==> src/rtl/pu_ld_obuf_beat_sequencer_if.sv <==
// Walker-side and OBUF-side handshake bundle for the OBUF load beat sequencer.
// The master modport is the sequencer view; slave is the surrounding
// walker / OBUF read port / load stream FIFO view.
interface pu_ld_obuf_beat_sequencer_if #(
  parameter int ADDR_WIDTH = 8,
  parameter int MAX_BEATS  = 4,
  parameter int BEAT_ID_W  = (MAX_BEATS > 1) ? $clog2(MAX_BEATS) : 1
);
  logic                            addr_in_valid;
  logic [ADDR_WIDTH-1:0]           addr_in;
  logic                            addr_in_ready;
  logic                            mem_req;
  logic [ADDR_WIDTH+BEAT_ID_W-1:0] mem_addr;
  logic                            mem_last_beat;
  logic                            mem_ready;
  logic                            obuf_ld_stream_write_ready;

  modport master (
    input  addr_in_valid, addr_in, mem_ready, obuf_ld_stream_write_ready,
    output addr_in_ready, mem_req, mem_addr, mem_last_beat
  );

  modport slave (
    output addr_in_valid, addr_in, mem_ready, obuf_ld_stream_write_ready,
    input  addr_in_ready, mem_req, mem_addr, mem_last_beat
  );
endinterface

==> src/rtl/pu_ld_obuf_beat_sequencer.sv <==
// OBUF load request sequencer: expands each walker line address into
// nbeats sub-word requests, mem_addr = {line_addr, beat_id}, for a programmed
// number of line addresses, then pulses done.
module pu_ld_obuf_beat_sequencer #(
  parameter int ADDR_WIDTH = 8,
  parameter int MAX_BEATS  = 4,
  parameter int BEAT_ID_W  = (MAX_BEATS > 1) ? $clog2(MAX_BEATS) : 1,
  parameter int BEAT_CNT_W = $clog2(MAX_BEATS + 1),
  parameter int COUNT_W    = 16
) (
  input  logic                  clk,
  input  logic                  reset,
  input  logic                  start,
  input  logic [BEAT_CNT_W-1:0] cfg_num_beats,
  input  logic [COUNT_W-1:0]    cfg_num_addrs,
  output logic                  busy,
  output logic                  done,
  pu_ld_obuf_beat_sequencer_if.master bus
);

  typedef enum logic [1:0] {IDLE, RUN, DONE} state_t;

  state_t                state;
  logic [BEAT_CNT_W-1:0] nbeats;
  logic [COUNT_W-1:0]    naddrs;
  logic [COUNT_W-1:0]    acc_cnt;
  logic [COUNT_W-1:0]    iss_cnt;
  logic [BEAT_ID_W-1:0]  beat_q;
  logic [ADDR_WIDTH-1:0] cur_addr;
  logic                  cur_valid;

  logic                  run;
  logic [BEAT_CNT_W-1:0] nbeats_m1;
  logic [BEAT_CNT_W-1:0] beats_clamped;
  logic                  last_beat;
  logic                  fire;
  logic                  last_fire;
  logic                  in_ready;
  logic                  accept;

  // Request/accept decode; the holding register can be refilled in the same
  // cycle its last beat fires, which is what gives bubble-free line changes.
  always_comb begin
    run           = (state == RUN);
    nbeats_m1     = nbeats - BEAT_CNT_W'(1);
    beats_clamped = cfg_num_beats;
    if (cfg_num_beats == '0 || cfg_num_beats > BEAT_CNT_W'(MAX_BEATS))
      beats_clamped = BEAT_CNT_W'(MAX_BEATS);
    last_beat = cur_valid && (BEAT_CNT_W'(beat_q) == nbeats_m1);
    fire      = run && cur_valid && bus.mem_ready && bus.obuf_ld_stream_write_ready;
    last_fire = fire && last_beat;
    in_ready  = run && (acc_cnt < naddrs) && (!cur_valid || last_fire);
    accept    = bus.addr_in_valid && in_ready;
  end

  assign bus.addr_in_ready = in_ready;
  assign bus.mem_req       = fire;
  assign bus.mem_last_beat = last_beat;
  assign bus.mem_addr      = cur_valid ? {cur_addr, beat_q} : '0;

  // Run control FSM with holding register, beat index and line counters.
  always_ff @(posedge clk) begin
    if (reset) begin
      state     <= IDLE;
      busy      <= 1'b0;
      done      <= 1'b0;
      nbeats    <= '0;
      naddrs    <= '0;
      acc_cnt   <= '0;
      iss_cnt   <= '0;
      beat_q    <= '0;
      cur_addr  <= '0;
      cur_valid <= 1'b0;
    end else begin
      done <= 1'b0;
      case (state)
        IDLE: begin
          if (start) begin
            state     <= RUN;
            busy      <= 1'b1;
            nbeats    <= beats_clamped;
            naddrs    <= cfg_num_addrs;
            acc_cnt   <= '0;
            iss_cnt   <= '0;
            beat_q    <= '0;
            cur_valid <= 1'b0;
          end
        end
        RUN: begin
          if (accept) begin
            cur_addr <= bus.addr_in;
            acc_cnt  <= acc_cnt + COUNT_W'(1);
          end
          if (last_fire) begin
            beat_q  <= '0;
            iss_cnt <= iss_cnt + COUNT_W'(1);
          end else if (fire) begin
            beat_q <= beat_q + BEAT_ID_W'(1);
          end
          if (accept)
            cur_valid <= 1'b1;
          else if (last_fire)
            cur_valid <= 1'b0;
          // naddrs==0 finishes immediately; otherwise finish on the final
          // line's last beat so done lands on the very next cycle.
          if (naddrs == '0 || (last_fire && iss_cnt == naddrs - COUNT_W'(1))) begin
            state <= DONE;
            busy  <= 1'b0;
            done  <= 1'b1;
          end
        end
        DONE: begin
          state <= IDLE;
        end
        default: begin
          state <= IDLE;
        end
      endcase
    end
  end

endmodule

==> src/flat_wrapper.sv <==
// flat-port wrapper written by rule: the top's interface ports become plain ports
module pu_ld_obuf_beat_sequencer_flat 
#(
  parameter int ADDR_WIDTH = 8,
  parameter int MAX_BEATS  = 4,
  parameter int BEAT_ID_W  = (MAX_BEATS > 1) ? $clog2(MAX_BEATS) : 1,
  parameter int BEAT_CNT_W = $clog2(MAX_BEATS + 1),
  parameter int COUNT_W    = 16
)
  (clk, reset, start, cfg_num_beats, cfg_num_addrs, busy, done, bus_addr_in_valid, bus_addr_in, bus_mem_ready, bus_obuf_ld_stream_write_ready, bus_addr_in_ready, bus_mem_req, bus_mem_addr, bus_mem_last_beat);
  pu_ld_obuf_beat_sequencer_if #(.ADDR_WIDTH(ADDR_WIDTH), .MAX_BEATS(MAX_BEATS), .BEAT_ID_W(BEAT_ID_W)) bus_i ();
  input  logic clk;
  input  logic reset;
  input  logic start;
  input  logic [BEAT_CNT_W-1:0] cfg_num_beats;
  input  logic [COUNT_W-1:0] cfg_num_addrs;
  output logic busy;
  output logic done;
  input wire logic [$bits(bus_i.addr_in_valid)-1:0] bus_addr_in_valid;
  input wire logic [$bits(bus_i.addr_in)-1:0] bus_addr_in;
  input wire logic [$bits(bus_i.mem_ready)-1:0] bus_mem_ready;
  input wire logic [$bits(bus_i.obuf_ld_stream_write_ready)-1:0] bus_obuf_ld_stream_write_ready;
  output wire logic [$bits(bus_i.addr_in_ready)-1:0] bus_addr_in_ready;
  output wire logic [$bits(bus_i.mem_req)-1:0] bus_mem_req;
  output wire logic [$bits(bus_i.mem_addr)-1:0] bus_mem_addr;
  output wire logic [$bits(bus_i.mem_last_beat)-1:0] bus_mem_last_beat;
  assign bus_i.addr_in_valid = bus_addr_in_valid;
  assign bus_i.addr_in = bus_addr_in;
  assign bus_i.mem_ready = bus_mem_ready;
  assign bus_i.obuf_ld_stream_write_ready = bus_obuf_ld_stream_write_ready;
  assign bus_addr_in_ready = bus_i.addr_in_ready;
  assign bus_mem_req = bus_i.mem_req;
  assign bus_mem_addr = bus_i.mem_addr;
  assign bus_mem_last_beat = bus_i.mem_last_beat;
  pu_ld_obuf_beat_sequencer #(.ADDR_WIDTH(ADDR_WIDTH), .MAX_BEATS(MAX_BEATS), .BEAT_ID_W(BEAT_ID_W), .BEAT_CNT_W(BEAT_CNT_W), .COUNT_W(COUNT_W)) u_core (.clk(clk), .reset(reset), .start(start), .cfg_num_beats(cfg_num_beats), .cfg_num_addrs(cfg_num_addrs), .busy(busy), .done(done), .bus(bus_i));
endmodule
==> config.mk <==
export PLATFORM = sky130hd
export DESIGN_NAME = pu_ld_obuf_beat_sequencer_flat
export DESIGN_NICKNAME = d
export VERILOG_FILES = /design/src/rtl/pu_ld_obuf_beat_sequencer_if.sv /design/src/rtl/pu_ld_obuf_beat_sequencer.sv /design/src/flat_wrapper.sv
export SDC_FILE = /design/constraint.sdc
export NUM_CORES = 1
export LEC_CHECK = 0
export BUFFER_PORTS_ARGS = -buffer_cell sky130_fd_sc_hd__buf_2
export CAP_MARGIN = 20
export CORE_MARGIN = 4
export CORE_UTILIZATION = 53
export DETAILED_ROUTE_END_ITERATION = 10
export PLACE_DENSITY = 0.77
export SLEW_MARGIN = 15
export SYNTH_ARGS = -nofsm -noshare
export SYNTH_HDL_FRONTEND = slang
export SYNTH_SLANG_ARGS = --single-unit
==> constraint.sdc <==
create_clock -name clk -period 2.6 [get_ports clk]
set_input_delay 0.26 -clock clk [delete_from_list [all_inputs] [get_ports clk]]
set_output_delay 0.26 -clock clk [all_outputs]
set_load 0.05 [all_outputs]
==> metrics.csv <==
stage,metric,value,unit
placement,Final Wtd Congestion,0.9396,
cts,clk root buf,clkbuf_8,
critical_path,CP Max Fanout,5,
timing,Tcrit/Tclk final,99.23,%
timing,Slew headroom,52.52,%
synthesis,Async SR Flop Fraction,0,%
routing,drt initial violations,242,
routing,Avg WL per Cell,15.66,um
cts,hold_buf cts,0,
timing,final hold slack,0.1453,ns
cells_and_area,"Area growth, synth to finish",24.37,%
worst_hold_path,worst min-delay path class,input pin to flip-flop,
synthesis,largest cells by area after synthesis,"dfxtp_1 34%, ha_1 6.8%, nand2_1 5.9%",
flow_run,max cap viols,0,
synthesis,ys flop type,dfxtp_1,
cts,clk buf depth,2,
power,total power,2.611,mW
die,die area,0.008695,sq mm
die,Row Count,30,
power,P_leak,1.842,nW
cts,CTS tree,done,
grt,first-pass GRT wire length,16360,um
routing,via count,3773,
cts,H-tree depth,3,
placement,Final HPWL DP,7145,um
power,Pwr Density,545.2,mW/mm^2
cts,clk sink count,66,
outcome,outcome,finished clean,
routing,total wire length,10210,um
cells_and_area,layout cells sized above 1,24.10,%
routing,DRT Pass-1 Iters,5,
routing,final antenna-violating net count,0,
critical_path,R2R Path End,u_core.acc_cnt[11],
critical_path,Worst Setup End Kind,flip-flop,
timing,TNS Setup,0,ns
timing,"Min Clock Period, post-route",2.580,ns
critical_path,CP required,2.86,ns
die,# IOs,48,
timing,worst slew pin tran,0.7122,ns
placement,I/O Buffers,47,
placement,placed insts,633,
critical_path,R2R depth,9,
synthesis,Yosys reg bits,66,
critical_path,worst r2r src,u_core.naddrs[9],
synthesis,Mapped Cells,478,
timing,clock skew,0.01020,ns
synthesis,Syn Nets,532,
cts,Inserted Clock Buffers,9,
synthesis,Synth top cells by count,"66 x dfxtp_1, 61 x nand2_1, 42 x a21oi_1",
synthesis,Post-synth EDFFs,0,
cells_and_area,Ant. Diodes,0,
synthesis,Mean Syn Cell Area,8.057,sq um
critical_path,CP Launch Type,flip-flop,
cells_and_area,Filler Cell Count,535,
cells_and_area,fin cells,652,
die,initial core utilization,55.46,%
grt,initial antenna violation count,0,
synthesis,Synth Warn #,0,
synthesis,Netlist cell types,53,
synthesis,Mapped Area,0.003851,sq mm
worst_hold_path,worst hold stages,3,
routing,Remaining DRCs,0,
routing,vias per cell,5.787,
timing,Final Max Slew Viols,0,
placement,dpl cell area,0.004402,sq mm
grt,GRT Total Usage,23.46,%
cells_and_area,Layout Nets,605,
power,VDD IR-drop max,0.4320,mV
worst_hold_path,Hold Startpoint,cfg_num_addrs[1],
grt,largest net degree at the start of global routing,39,
cts,Worst-path clk slew,0.08,ns
grt,Overflow after GRT,0,
synthesis,Yosys top cell area share,34.31,%
synthesis,Synth area leader,dfxtp_1,
critical_path,critical path class,flip-flop to flip-flop,
timing,Achievable Freq,387.6,MHz
die,chip width,93.25,um
cts,"Clk Latency, worst-skew pair",0.35,ns
cells_and_area,Final Instance Area,0.004790,sq mm
grt,number of global-route vias before repair,3611,
worst_hold_path,hold endpoint,u_core.naddrs[1],
synthesis,"Seq/Total Area, Yosys",34.31,%
die,Core ar.,0.006944,sq mm
critical_path,R2R Setup Slk,0.02,ns
timing,final hold vios,0,
die,die span in y,93.25,um
synthesis,most common cell in the netlist,dfxtp_1,
timing,Setup Viol. Count Final,0,
critical_path,Worst Path Arrival,2.84,ns
==> sequential cells by signal, indices dropped and copies added (netlist names) <==
| signal | flops |
|---|---|
| u_core.acc_cnt | 16 |
| u_core.beat_q | 2 |
| u_core.busy | 1 |
| u_core.cur_addr | 8 |
| u_core.cur_valid | 1 |
| u_core.done | 1 |
| u_core.iss_cnt | 16 |
| u_core.naddrs | 16 |
| u_core.nbeats | 3 |
| u_core.state | 2 |
==> metal layers <==
layer	up-vias	wire length, um	GRT usage (%)
li1	1823	-	-
met1	1770	4464	29.97
met2	164	4881	38.95
met3	16	666	5.792
met4	0	198	7.082
met5	-	0	0
==> worst max-delay path by stage <==
| stage | from | end | cells after the start |
|---|---|---|---|
| 6_report | u_core.naddrs[9] | u_core.acc_cnt[11] | 9 |
| 2_1_floorplan | u_core.naddrs[14] | u_core.acc_cnt[11] | 9 |
| 3_3_place_gp | u_core.naddrs[13] | u_core.acc_cnt[10] | 10 |
| 4_1_cts | u_core.naddrs[6] | bus_addr_in_ready | 8 |
| 5_1_grt | u_core.naddrs[9] | u_core.acc_cnt[8] | 10 |
| 3_5_place_dp | u_core.naddrs[13] | u_core.acc_cnt[10] | 10 |
==> layout make-up <==
cell class                      instances  area (sq um)  area share, %
Clock buffer                           10         127.6          2.665
Clock inverter                          6         91.34          1.907
Inverter                               27         101.3          2.116
Multi-Input combinational cell        362          2471          51.59
Sequential cell                        66          1334          27.85
Tap cell                               96         120.1          2.508
Timing Repair Buffer                   85         544.3          11.36
==> cell families (layout without fill, tap and decap cells) <==
group	count (synthesis)	after routing	share of synthesized area, %
adders and majority gates	21	21	6.823
muxes	11	11	2.859
DFF	66	66	34.31
xor gates and xnor gates	36	36	8.187
and+or+nand+nor	203	203	27.68
AOI/OAI and AO/OA	91	91	15.01
buffers and inverters	50	128	5.133
==> through the flow <==
step                worst slack, ns  utilization [%]
floorplan                   -0.2831                -
global placement             0.1421            63.39
detailed placement         -0.01937            63.39
CTS                         0.03544            66.70
global route               -0.06604            68.97
finish                      0.02002            68.97
==> timing repair <==
| action | 4_1_cts | 5_1_grt |
|---|---|---|
| hold endpoints to repair | 0 | 0 |
| pin swaps | 1 | 7 |
| buffers inserted | 0 | 2 |
| cloned | 0 | 1 |
| gates resized for setup | 3 | 25 |
| endpoints found under the setup margin | 5 | 20 |
==> report_power, final <==
group / leakage, nW / switching, mW / internal [mW] / total, mW
combinational: 1.20 / 0.327 / 0.252 / 0.579
sequential: 0.540 / 0.0311 / 1.05 / 1.08
clock: 0.0987 / 0.414 / 0.541 / 0.955
==> cell usage in the layout (no fill, tap or decap), drive strengths merged, types with 16 or more instances in the layout <==
cell type  synthesis  routed
buf                3      85
nand3             16      16
ha                21      21
nor2              37      37
a21oi             43      43
nand2             61      61
inv               27      27
o21ai             18      18
xnor2             24      24
dfxtp             66      66
and2              16      16
==> critical path, stage by stage (launching register included) <==
cell	delay, ns
dfxtp_2	0.33
inv_1	0.14
ha_4	0.23
a21o_1	0.19
a221oi_2	0.29
o21ai_2	0.13
a211oi_4	0.32
a21oi_4	0.12
or4_4	0.53
a221oi_2	0.23
No activity file was read; power rests on OpenSTA's default activity.
